$ cat config.mk
export PLATFORM = sky130hd
export DESIGN_NAME = a2d_serf
export DESIGN_NICKNAME = d
export VERILOG_FILES = /design/src/rtl/a2d_serf_pkg.sv /design/src/rtl/a2d_serf_spi_serf_core.sv /design/src/rtl/a2d_serf.sv
export SDC_FILE = /design/constraint.sdc
export NUM_CORES = 1
export LEC_CHECK = 0
export ABC_CLOCK_PERIOD_IN_PS = 5600
export CAP_MARGIN = 20
export CORE_MARGIN = 1
export CORE_UTILIZATION = 60
export DETAILED_ROUTE_END_ITERATION = 7
export MAX_ROUTING_LAYER = met4
export PLACE_DENSITY = 0.83
export REMOVE_ABC_BUFFERS = 1
export SETUP_SLACK_MARGIN = 0.5
export SLEW_MARGIN = 30
export SYNTH_ARGS = -nofsm -noshare
export SYNTH_HDL_FRONTEND = slang
export SYNTH_SLANG_ARGS = --single-unit
$ cat constraint.sdc
create_clock -name clk -period 5.6 [get_ports clk]
set_input_delay 1.12 -clock clk [delete_from_list [all_inputs] [get_ports clk]]
set_output_delay 1.12 -clock clk [all_outputs]
set_load 0.02 [all_outputs]
$ cat src/rtl/a2d_serf_pkg.sv
// Shared types and constants for the a2d_serf SPI A2D responder.
// Define ADC_RAMP_EN to replace conv_val with an internal per-channel ramp bank.
package a2d_serf_pkg;

    typedef enum logic {
        CMD = 1'b0,
        RD  = 1'b1
    } state_t;

    localparam int          FRM_W      = 16;
    localparam int          BCNT_W     = 5;
    localparam int          CMD_CH_MSB = 13;
    localparam int          CMD_CH_LSB = 11;
    localparam logic [11:0] RAMP_STEP  = 12'h010;

    function automatic logic [BCNT_W-1:0] bcnt_sat_inc(input logic [BCNT_W-1:0] cnt);
        if (cnt == 5'd31) begin
            return cnt;
        end else begin
            return cnt + 5'd1;
        end
    endfunction

endpackage

$ cat src/rtl/a2d_serf_spi_serf_core.sv
// SPI serf datapath: pin synchronizers, edge detection, bit counter,
// rx/tx shift registers and MISO gating.
module spi_serf_core
    import a2d_serf_pkg::*;
(
    input  logic              clk,
    input  logic              rst_n,
    input  logic              SS_n,
    input  logic              SCLK,
    input  logic              MOSI,
    input  logic              ld_tx,
    input  logic [FRM_W-1:0]  tx_data,
    output logic              MISO,
    output logic [FRM_W-1:0]  rx_data,
    output logic              frm_start,
    output logic              frm_end,
    output logic [BCNT_W-1:0] bit_cnt
);

    logic [2:0]        ss_r;
    logic [2:0]        sclk_r;
    logic [1:0]        mosi_r;
    logic [FRM_W-1:0]  rx_shft_r;
    logic [FRM_W-1:0]  tx_shft_r;
    logic [BCNT_W-1:0] bit_cnt_r;
    logic              sclk_rise_s;
    logic              sclk_fall_s;

    // Two-flop synchronizers; SS_n and SCLK carry a third flop for edge detect
    always_ff @(posedge clk or negedge rst_n) begin
        if (!rst_n) begin
            ss_r   <= 3'b111;
            sclk_r <= 3'b111;
            mosi_r <= 2'b00;
        end else begin
            ss_r   <= {ss_r[1:0], SS_n};
            sclk_r <= {sclk_r[1:0], SCLK};
            mosi_r <= {mosi_r[0], MOSI};
        end
    end

    assign frm_start   = ss_r[2] & ~ss_r[1];
    assign frm_end     = ss_r[1] & ~ss_r[2];
    assign sclk_rise_s = sclk_r[1] & ~sclk_r[2];
    assign sclk_fall_s = sclk_r[2] & ~sclk_r[1];

    // Receive shifter and saturating bit counter
    always_ff @(posedge clk or negedge rst_n) begin
        if (!rst_n) begin
            rx_shft_r <= 16'h0000;
            bit_cnt_r <= 5'd0;
        end else if (frm_start) begin
            bit_cnt_r <= 5'd0;
        end else if (sclk_rise_s) begin
            rx_shft_r <= {rx_shft_r[FRM_W-2:0], mosi_r[1]};
            bit_cnt_r <= bcnt_sat_inc(bit_cnt_r);
        end else begin
            rx_shft_r <= rx_shft_r;
            bit_cnt_r <= bit_cnt_r;
        end
    end

    // Transmit shifter; the leading SCLK fall precedes any sample, so the
    // MSB is held until the first rise has been counted.
    always_ff @(posedge clk or negedge rst_n) begin
        if (!rst_n) begin
            tx_shft_r <= 16'h0000;
        end else if (ld_tx) begin
            tx_shft_r <= tx_data;
        end else if (sclk_fall_s && (bit_cnt_r != 5'd0)) begin
            tx_shft_r <= {tx_shft_r[FRM_W-2:0], 1'b0};
        end else begin
            tx_shft_r <= tx_shft_r;
        end
    end

    assign MISO    = tx_shft_r[FRM_W-1] & ~ss_r[2];
    assign rx_data = rx_shft_r;
    assign bit_cnt = bit_cnt_r;

endmodule

$ cat src/rtl/a2d_serf.sv
// 8-channel 12-bit A2D SPI responder: command frame selects channel, next frame returns it.
// Optional build macro ADC_RAMP_EN swaps conv_val for an internal ramp bank.
module a2d_serf
    import a2d_serf_pkg::*;
(
    input  logic        clk,
    input  logic        rst_n,
    input  logic        SS_n,
    input  logic        SCLK,
    input  logic        MOSI,
    output logic        MISO,
    input  logic [11:0] conv_val,
    output logic [2:0]  chnl,
    output logic        cmd_vld,
    output logic        rd_done,
    output logic        frm_err
);

    state_t            state_r, state_nxt_s;
    logic [2:0]        chnl_r, chnl_nxt_s;
    logic [11:0]       result_r, result_nxt_s, sample_s;
    logic              cmd_vld_r, cmd_vld_nxt_s;
    logic              rd_done_r, rd_done_nxt_s;
    logic              frm_err_r, frm_err_nxt_s;
    logic [FRM_W-1:0]  rx_data_s;
    logic [FRM_W-1:0]  tx_data_s;
    logic [BCNT_W-1:0] bit_cnt_s;
    logic              frm_start_s;
    logic              frm_end_s;
    logic              full_frm_s;
    logic [2:0]        rx_ch_s;

    spi_serf_core u_core (
        .clk       (clk),
        .rst_n     (rst_n),
        .SS_n      (SS_n),
        .SCLK      (SCLK),
        .MOSI      (MOSI),
        .ld_tx     (frm_start_s),
        .tx_data   (tx_data_s),
        .MISO      (MISO),
        .rx_data   (rx_data_s),
        .frm_start (frm_start_s),
        .frm_end   (frm_end_s),
        .bit_cnt   (bit_cnt_s)
    );

    assign tx_data_s  = (state_r == RD) ? {4'h0, result_r} : 16'h0000;
    assign full_frm_s = (bit_cnt_s == 5'(FRM_W));
    assign rx_ch_s    = rx_data_s[CMD_CH_MSB:CMD_CH_LSB];

`ifdef ADC_RAMP_EN
    logic [11:0] ramp_r [8];
    logic        conv_unused_s;

    assign conv_unused_s = ^conv_val;
    assign sample_s      = ramp_r[rx_ch_s];

    // Ramp bank: the channel just read advances by RAMP_STEP, wrapping at 4096
    always_ff @(posedge clk or negedge rst_n) begin
        if (!rst_n) begin
            for (int i = 0; i < 8; i++) begin
                ramp_r[i] <= 12'h000;
            end
        end else if (rd_done_nxt_s) begin
            ramp_r[chnl_r] <= ramp_r[chnl_r] + RAMP_STEP;
        end else begin
            ramp_r[chnl_r] <= ramp_r[chnl_r];
        end
    end
`else
    assign sample_s = conv_val;
`endif

    // Frame decode at SS_n rise: next state, captured fields and pulse requests
    always_comb begin
        state_nxt_s   = state_r;
        chnl_nxt_s    = chnl_r;
        result_nxt_s  = result_r;
        cmd_vld_nxt_s = 1'b0;
        rd_done_nxt_s = 1'b0;
        frm_err_nxt_s = 1'b0;
        case (state_r)
            CMD: begin
                if (frm_end_s) begin
                    if (full_frm_s && (rx_data_s[15:14] == 2'b00)) begin
                        chnl_nxt_s    = rx_ch_s;
                        result_nxt_s  = sample_s;
                        cmd_vld_nxt_s = 1'b1;
                        state_nxt_s   = RD;
                    end else begin
                        frm_err_nxt_s = 1'b1;
                    end
                end else begin
                    state_nxt_s = CMD;
                end
            end
            RD: begin
                if (frm_end_s) begin
                    if (full_frm_s) begin
                        rd_done_nxt_s = 1'b1;
                        state_nxt_s   = CMD;
                    end else begin
                        frm_err_nxt_s = 1'b1;
                    end
                end else begin
                    state_nxt_s = RD;
                end
            end
            default: begin
                state_nxt_s = CMD;
            end
        endcase
    end

    // State, captured channel/result and registered one-clk pulses
    always_ff @(posedge clk or negedge rst_n) begin
        if (!rst_n) begin
            state_r   <= CMD;
            chnl_r    <= 3'd0;
            result_r  <= 12'h000;
            cmd_vld_r <= 1'b0;
            rd_done_r <= 1'b0;
            frm_err_r <= 1'b0;
        end else begin
            state_r   <= state_nxt_s;
            chnl_r    <= chnl_nxt_s;
            result_r  <= result_nxt_s;
            cmd_vld_r <= cmd_vld_nxt_s;
            rd_done_r <= rd_done_nxt_s;
            frm_err_r <= frm_err_nxt_s;
        end
    end

    assign chnl    = chnl_r;
    assign cmd_vld = cmd_vld_r;
    assign rd_done = rd_done_r;
    assign frm_err = frm_err_r;

endmodule
=== Word-level counts from Yosys, hierarchy flattened ===
Cells that the tools add are included.

* $add $sub $neg: 1
* Eq/ne operators: 3
* Multiplexer cells: 19
* Bitwise operators: 11
* Reduce and logical (&&, ||, !) cells: 9

{| class="wikitable"
|+ Operators with widths
! cell !! number
|-
| two-way mux 16 bit || 2
|-
| two-way mux 5 bit || 3
|-
| two-way mux 12 bit || 1
|-
| two-way mux 1 bit || 11
|-
| == test 5 bit (second input constant) || 2
|-
| NOT 1 bit || 6
|-
| adder 5 x 1 -> 5 bit (second input constant) || 1
|-
| bitwise AND 1 bit || 5
|-
| nonzero test 5 bit || 1
|-
| one-hot mux 1 bit (2 select lines) || 2
|-
| AND reduction 2 bit || 2
|-
| nonzero test 2 bit || 2
|-
| AND reduction 3 bit || 1
|-
| logical AND 1 bit || 2
|-
| logical NOT 2 bit || 1
|-
| != test 2 bit (second input constant) || 1
|}

* Register bits after elaboration: 64
* Input port bits: 17
* Output and inout port bits: 7
* Logic and storage cells: 55

=== Logic depth before layout (Yosys ltp) ===
Gate-level depths: netlist of the first run.

* Depth in word-level cells: 5
* Gate-level depth with buffers: 7
* Gate-level depth less buffers: 6

=== Cells and area by module ===
A second synthesis of the first run with hierarchy kept.

* Cells, all modules: 223
* Area total of the unflattened synthesis: 2,832.7 um^2

{| class="wikitable"
|+ By module, submodules not included
! module !! instances !! cells an instance !! area an instance (um^2) !! seq. area each (um^2)
|-
| spi_serf_core || 1 || 162 || 1,966.9 || 1,133.6
|-
| a2d_serf || 1 || 61 || 865.8 || 475.5
|}

=== Worst setup path after synthesis of the first run ===
Ideal clock, no wire load.

* Path type: flip-flop to flip-flop
* Start: register u_core.bit_cnt_r[0], in the netlist u_core.bit_cnt[0]
* End: register u_core.bit_cnt_r[3], in the netlist u_core.bit_cnt[3]
* Data arrival time: 1.842 ns
* Data required time: 5.522 ns
* Setup slack: 3.680 ns
* Cell stages (with the launch flop): 7
* Path buffers: 0
* Period minus slack after synthesis: 1.920 ns
* Cell sequence: dfrtp_1 > ha_1 > and3_1 > ha_1 > or3b_1 > or3_1 > a21oi_1

* Longest elaborated chain between the ends: 4
* Elaborated cells on any way between the ends: 7
* Those cells by class: add/sub: 1; eq/ne: 2; mux: 3; reduce/logical: 1

{| class="wikitable"
|+ RTL lines
! what !! line !! RTL
|-
| start: declaration || a2d_serf_spi_serf_core.sv:25 || <nowiki>logic [BCNT_W-1:0] bit_cnt_r;</nowiki>
|-
| start signal: assignment || a2d_serf_spi_serf_core.sv:56 || <nowiki>bit_cnt_r <= bcnt_sat_inc(bit_cnt_r);</nowiki>
|-
| start signal: assignment || a2d_serf_spi_serf_core.sv:59 || <nowiki>bit_cnt_r <= bit_cnt_r;</nowiki>
|-
| adder 5 x 1 -> 5 bit || a2d_serf_pkg.sv:20 || <nowiki>return cnt + 5'd1;</nowiki>
|-
| two-way mux 5 bit || a2d_serf_pkg.sv:17 || <nowiki>if (cnt == 5'd31) begin</nowiki>
|-
| two-way mux 5 bit || a2d_serf_spi_serf_core.sv:54 || <nowiki>end else if (sclk_rise_s) begin</nowiki>
|-
| two-way mux 5 bit || a2d_serf_spi_serf_core.sv:52 || <nowiki>end else if (frm_start) begin</nowiki>
|}

Parallel ways exist; a longest one is shown, timed or not. The select of a mux whose other input is x is not followed.
A chain may end at the register's enable or synchronous reset.

=== Final worst setup path of the first run ===
* Start: register u_core.ss_r[2]
* End: output port MISO

* Longest elaborated chain between the ends: 2

{| class="wikitable"
|+ RTL lines
! what !! line !! RTL
|-
| start: declaration || a2d_serf_spi_serf_core.sv:20 || <nowiki>logic [2:0] ss_r;</nowiki>
|-
| start signal: assignment || a2d_serf_spi_serf_core.sv:36 || <nowiki>ss_r <= {ss_r[1:0], SS_n};</nowiki>
|-
| NOT 1 bit || a2d_serf_spi_serf_core.sv:77 || <nowiki>assign MISO = tx_shft_r[FRM_W-1] & ~ss_r[2];</nowiki>
|-
| bitwise AND 1 bit || a2d_serf_spi_serf_core.sv:77 ||
|-
| end: declaration || a2d_serf.sv:11 || <nowiki>output logic MISO,</nowiki>
|}

Every way passes these cells.

==> impl_metrics.toml, run 1 <==
[global_routing]
grt_pass1_wl_um = 7560
grt_max_degree = 65
antenna_found_initial = 0
grt_pass1_vias = 1558
track_usage_pct = 24.2
grt_overflow = 0

[power]
powerDensity_nw_per_um2 = 340
power.share.sequential_pct = 54.3
leakagePower_uw = 0.00135
p_comb_share_pct = 12.2
clkPwrFrac_pct = 33.5
intPower_uw = 778
switching_share_pct = 25.0
switching_power_uw = 260
vdd.ir_drop.worst_uv = 256

[clocking]
cts_tree = "built"
cts_setup_buffers = 0
htreeDepth = 3
cts_resized = 0
cts_root_buf = "clkbuf_8"
ctsHoldBuffers = 0
path_clk_slew_ps = 70
numCtsBuffers = 9
cts_sinks = 64
clk_path_buf_depth = 2
insertion_delay_ps = 340

[sta]
rsz0062_at_grt = "no"
finalHoldViolations = 0
fin_crit_sh_pct = 46.0
maxSlewHeadroom_pct = 49.3
finClkSkew_ps = 13.6
report.final.slew_viol_count = 0
final.setup.tns_ps = 0
tightest_slew_ps = 760
setup_viol = 0
post-route-min-period_ps = 2580
fin_ws_ps = 3020
max_freq_ghz = 0.388

[cells_and_area]
n_antenna_cell = 0
final_cell_mix = "dfrtp_1, a21oi_1, mux2_2, clkdlybuf4s50_1, o21ai_0"
final_common_cell = "dfrtp_1"
final_nets = 253
fillerInstances = 279
area.growth.synth_to_final_pct = 16.1
multiInputGateArea_um2 = 955
seqCellArea_um2 = 1610
drive_gt1_share_pct = 21.8

[worst_setup_path]
critPathLaunchType = "flip-flop"
worstReg2RegStart = "u_core.bit_cnt[0]"
crit_end = "MISO"
cp.required_ps = 4480
crit_type = "flip-flop to output pin"
critical_path_arrival_ps = 1460
rr_worst_depth = 6
crit_start = "u_core.ss_r[2]"
cp-end-kind = "output pin"
cp_max_fo = 4
reg2reg_to = "u_core.bit_cnt[3]"
worst-r2r-setup-slack_ps = 3530

[drt]
wl_per_cell_um = 15.2
drc = 0
vias = 1681
vias_per_cell = 5.84
drt_iter0_markers = 194
ant_nets = 0
drt-total-wl_um = 4370
drtPass1Iterations = 4

[yosys]
syn-cell-area_um2 = 2630
synth_warnings = 0
synth.avg_cell_area_um2 = 12.6
ys_seq_area_share_pct = 61.2
synth-async-reset-ratio_pct = 100
ys_ff_latch = 64
yosysUniqueCellTypes = 32
netlist_instances = 209
ys.flop_type = "dfrtp_1"
synth_edf_count = 0

[floorplan]
die_height_um = 68.2
io_pins = 24
coreArea_um2 = 4120
die-area_um2 = 4650
rows = 23
die_w_um = 68.2
start_util_pct = 63.9

[placement]
port_buffers = 23
hpwl_um = 2620
dpl_worst_slack_ps = 3380
gp_congestion = 0.750

[outcome]
status = "finished clean"

[hold_path]
hp-start = "u_core.ss_r[0]"
holdCritPathClass = "flip-flop to flip-flop"

[job]
maxCapViolations = 0
[layer usage]
metal | global-route usage (%) | part of all wire, % | vias up | wire [um]
met2 | 30.5 | 45 | 35 | 1960
li1 | - | - | 798 | -
met5 | - | 0 | - | 0
met4 | 13.5 | 2.1 | 0 | 93
met1 | 35.0 | 50 | 838 | 2200
met3 | 6.50 | 2.8 | 10 | 121
[cells in the mapped netlist, drive strengths merged, types with 3 or more instances]
library cell | count | area [um2]
buf | 5 | 40.0
nand3 | 7 | 40.0
mux2 | 31 | 349
a21oi | 30 | 150
ha | 3 | 37.5
inv | 3 | 11.3
dfrtp | 58 | 1450
nor2b | 4 | 25.0
dfstp | 6 | 158
clkbuf | 7 | 26.3
a31oi | 11 | 68.8
nand2 | 7 | 26.3
o21ai | 19 | 95.1
[per-stage QoR]
stage | instance area (um2) | total power [uW] | hold slack (ps) | utilization, % | instances
2_1_floorplan | 2560 | 648 | 331 | - | 197
3_3_place_gp | 2870 | 692 | 335 | 69.7 | 272
3_5_place_dp | 2880 | 698 | 349 | 69.9 | 272
4_1_cts | 3050 | 1050 | 358 | 74.1 | 288
5_1_grt | 3050 | 1090 | 361 | 74.2 | 288
6_report | 3050 | 1040 | 356 | 74.2 | 288
[power by group through the flow]
stage	clock network (uW)	registers, uW	logic, uW
final	348	564	127
after global routing	378	573	141
after CTS	354	564	128
after detailed placement	0	571	127
after global placement	0	569	123
after floorplan	0	561	87.6
[worst min path at each step]
stage	endpoint	slack, ps	cells after the start
after global routing	u_core.ss_r[1]	360	0
final	u_core.ss_r[1]	360	0
after detailed placement	u_core.sclk_r[1]	350	0
after global placement	u_core.mosi_r[1]	330	0
after floorplan	u_core.mosi_r[1]	330	0
after CTS	u_core.sclk_r[1]	360	0
[area by class of cell]
type | instances | share of cell area, %
Sequential cell | 64 | 52.7
Multi-Input combinational cell | 130 | 31.3
Timing Repair Buffer | 25 | 7.87
Clock buffer | 12 | 5.08
Tap cell | 50 | 2.05
Clock inverter | 4 | 0.656
Inverter | 3 | 0.369
[worst max-delay path: stages (launching register included)]
cell	delay, ps
dfstp_2	550
nor2b_1	50
clkdlybuf4s50_1	520
[flip-flops by register name, summed over array words and instances (netlist names), 2 cells and up]
signal / flops
u_core.tx_shft_r: 16
u_core.sclk_r: 3
u_core.mosi_r: 2
u_core.bit_cnt: 5
result_r: 12
u_core.rx_data: 16
chnl: 3
u_core.ss_r: 3
[cell families after synthesis]
group / synth area share (%)
XOR/XNOR: 0.333
multiplexers: 13.3
buffers and inverters: 2.95
flip-flops: 61.2
AND/OR/NAND/NOR: 8.52
AO/OA/AOI/OAI: 12.3
adder cells (fa/ha/maj): 1.43
No activity file was read; power rests on OpenSTA's default activity.
==> run 2, diff against run 1 <==
Settings changed: ABC_CLOCK_PERIOD_IN_PS 5600 to 2100, CORE_UTILIZATION 60 to 51, PLACE_DENSITY 0.83 to 0.75.
Clock period 5.6 ns to 2.1 ns, I/O delays scaled along.
==> run 2 against run 1 <==
Net effect:
- register-to-register slack got worse by 3200 ps
- worst setup slack got worse by 2700 ps
- sequential cell count unchanged
- clock-buffer cell count increased by 2
- clock power increased to 2.9 times the previous value
- first-iteration DRC count increased by 1.5%
- critical path depth increased by 4
- sequential power increased to 2.7 times the previous value
- hold slack got worse by 290 ps
- combinational power increased to 3.2 times the previous value
==> impl_metrics.toml, run 2 (synthesized netlist as in run 1, its figures left out) <==
[cells_and_area]
final_common_cell = "dfrtp_1"
n_antenna_cell = 0
final_area_um2 = 3390
final_cell_mix = "dfrtp_1, a21oi_1, mux2_2, o21ai_0, clkdlybuf4s50_1"
drive_gt1_share_pct = 34.5
fillerInstances = 348
final_nets = 270
area.growth.synth_to_final_pct = 28.7
finish.utilization_pct = 69.8

[placement]
port_buffers = 23
dpl_worst_slack_ps = 98.6
hpwl_um = 3010
postPlaceCellArea_um2 = 2950
gp_congestion = 0.729

[drt]
drtPass1Iterations = 4
drt-total-wl_um = 5240
vias = 1780
vias_per_cell = 5.53
ant_nets = 0
wl_per_cell_um = 16.3
drt_iter0_markers = 197
drc = 0

[clocking]
htreeDepth = 3
cts_root_buf = "clkbuf_8"
numCtsBuffers = 9
path_clk_slew_ps = 70
cts_tree = "built"
ctsHoldBuffers = 0
cts_sinks = 64
clk_path_buf_depth = 2
insertion_delay_ps = 340

[floorplan]
die-area_um2 = 5450
die_w_um = 73.8
coreArea_um2 = 4850
rows = 25
die_height_um = 73.8
io_pins = 24
start_util_pct = 54.2

[sta]
report.final.slew_viol_count = 0
tightest_slew_ps = 566
fin_ws_ps = 292
finalHoldViolations = 0
rsz0062_at_grt = "yes"
fin_crit_sh_pct = 86.1
maxSlewHeadroom_pct = 62.3
finClkSkew_ps = 10.2
final.setup.tns_ps = 0
setup_viol = 0
max_freq_ghz = 0.553
post-route-min-period_ps = 1810

[worst_setup_path]
cp.required_ps = 2380
critical_path_arrival_ps = 2090
critPathLaunchType = "flip-flop"
crit_start = "u_core.bit_cnt[1]"
rr_worst_depth = 6
crit_type = "flip-flop to flip-flop"
cp-end-kind = "flip-flop"
worst-r2r-setup-slack_ps = 290
crit_end = "u_core.bit_cnt[3]"
reg2reg_to = "u_core.bit_cnt[3]"
worstReg2RegStart = "u_core.bit_cnt[1]"
cp_max_fo = 2

[power]
powerDensity_nw_per_um2 = 864
switching_power_uw = 735
clkPwrFrac_pct = 34.6
p_comb_share_pct = 13.9
intPower_uw = 2190
switching_share_pct = 25.1
power.total_uw = 2920
vdd.ir_drop.worst_uv = 547
power.share.sequential_pct = 51.6
leakagePower_uw = 0.00150

[global_routing]
grt_pass1_vias = 1747
track_usage_pct = 21.0
grt_overflow = 0
grt_max_degree = 27
grt_pass1_wl_um = 7920
antenna_found_initial = 0

[hold_path]
holdCritPathClass = "input port to asynchronous set/reset pin"

[outcome]
status = "finished clean"

[job]
maxCapViolations = 0
## run 2: worst min-delay path by stage
| stage | slack, ps | to |
|---|---|---|
| 2_1_floorplan | 120 | chnl[0] |
| 3_3_place_gp | 330 | u_core.mosi_r[1] |
| 3_5_place_dp | 340 | u_core.mosi_r[1] |
| 4_1_cts | 60 | u_core.bit_cnt[3] |
| 5_1_grt | 90 | u_core.bit_cnt[4] |
| 6_report | 60 | u_core.bit_cnt[3] |
## run 2: timing repair
item | in CTS | in global routing
cloned | 1 | 2
gates resized for setup | 31 | 12
pin swaps | 24 | 3
setup endpoints to repair | 43 | 34
setup buffers | 6 | 1
## run 2: critical path: stages (launching register included)
cell and delay [ps]:
dfrtp_1 390, ha_2 200, and3_4 190, ha_4 150
or3b_4 370, or3_4 330, a21oi_2 110
## run 2: layer usage
layer / track usage [%] / routed length [um] / vias to the layer above
met4: 11.1 / 59 / 0
met2: 32.3 / 2650 / 35
met3: 6.31 / 188 / 7
met5: - / 0 / -
met1: 25.0 / 2350 / 903
li1: - / - / 835
## run 2: final cells by class
cell class	instances	area [um2]	area share [%]
sequential	64	1610	47.5
multi-input combinational	131	1060	31.4
timing repair buffer	41	419	12.4
clock buffer	14	183	5.40
tap	67	83.8	2.48
inverter	3	13.8	0.407
clock inverter	2	12.5	0.370
## run 2: through the flow
step	cells	hold slack (ps)
2_1_floorplan	197	124
3_3_place_gp	296	333
3_5_place_dp	296	339
4_1_cts	319	61.6
5_1_grt	322	87.5
6_report	322	62.1
## run 2: power groups by stage
| stage | registers [uW] | clock network, uW | logic [uW] |
|---|---|---|---|
| final | 1510 | 1010 | 405 |
| after floorplan | 1500 | 0 | 234 |
| after detailed placement | 1520 | 0 | 351 |
| after global routing | 1530 | 1060 | 448 |
| after global placement | 1520 | 0 | 343 |
| after CTS | 1500 | 1040 | 396 |
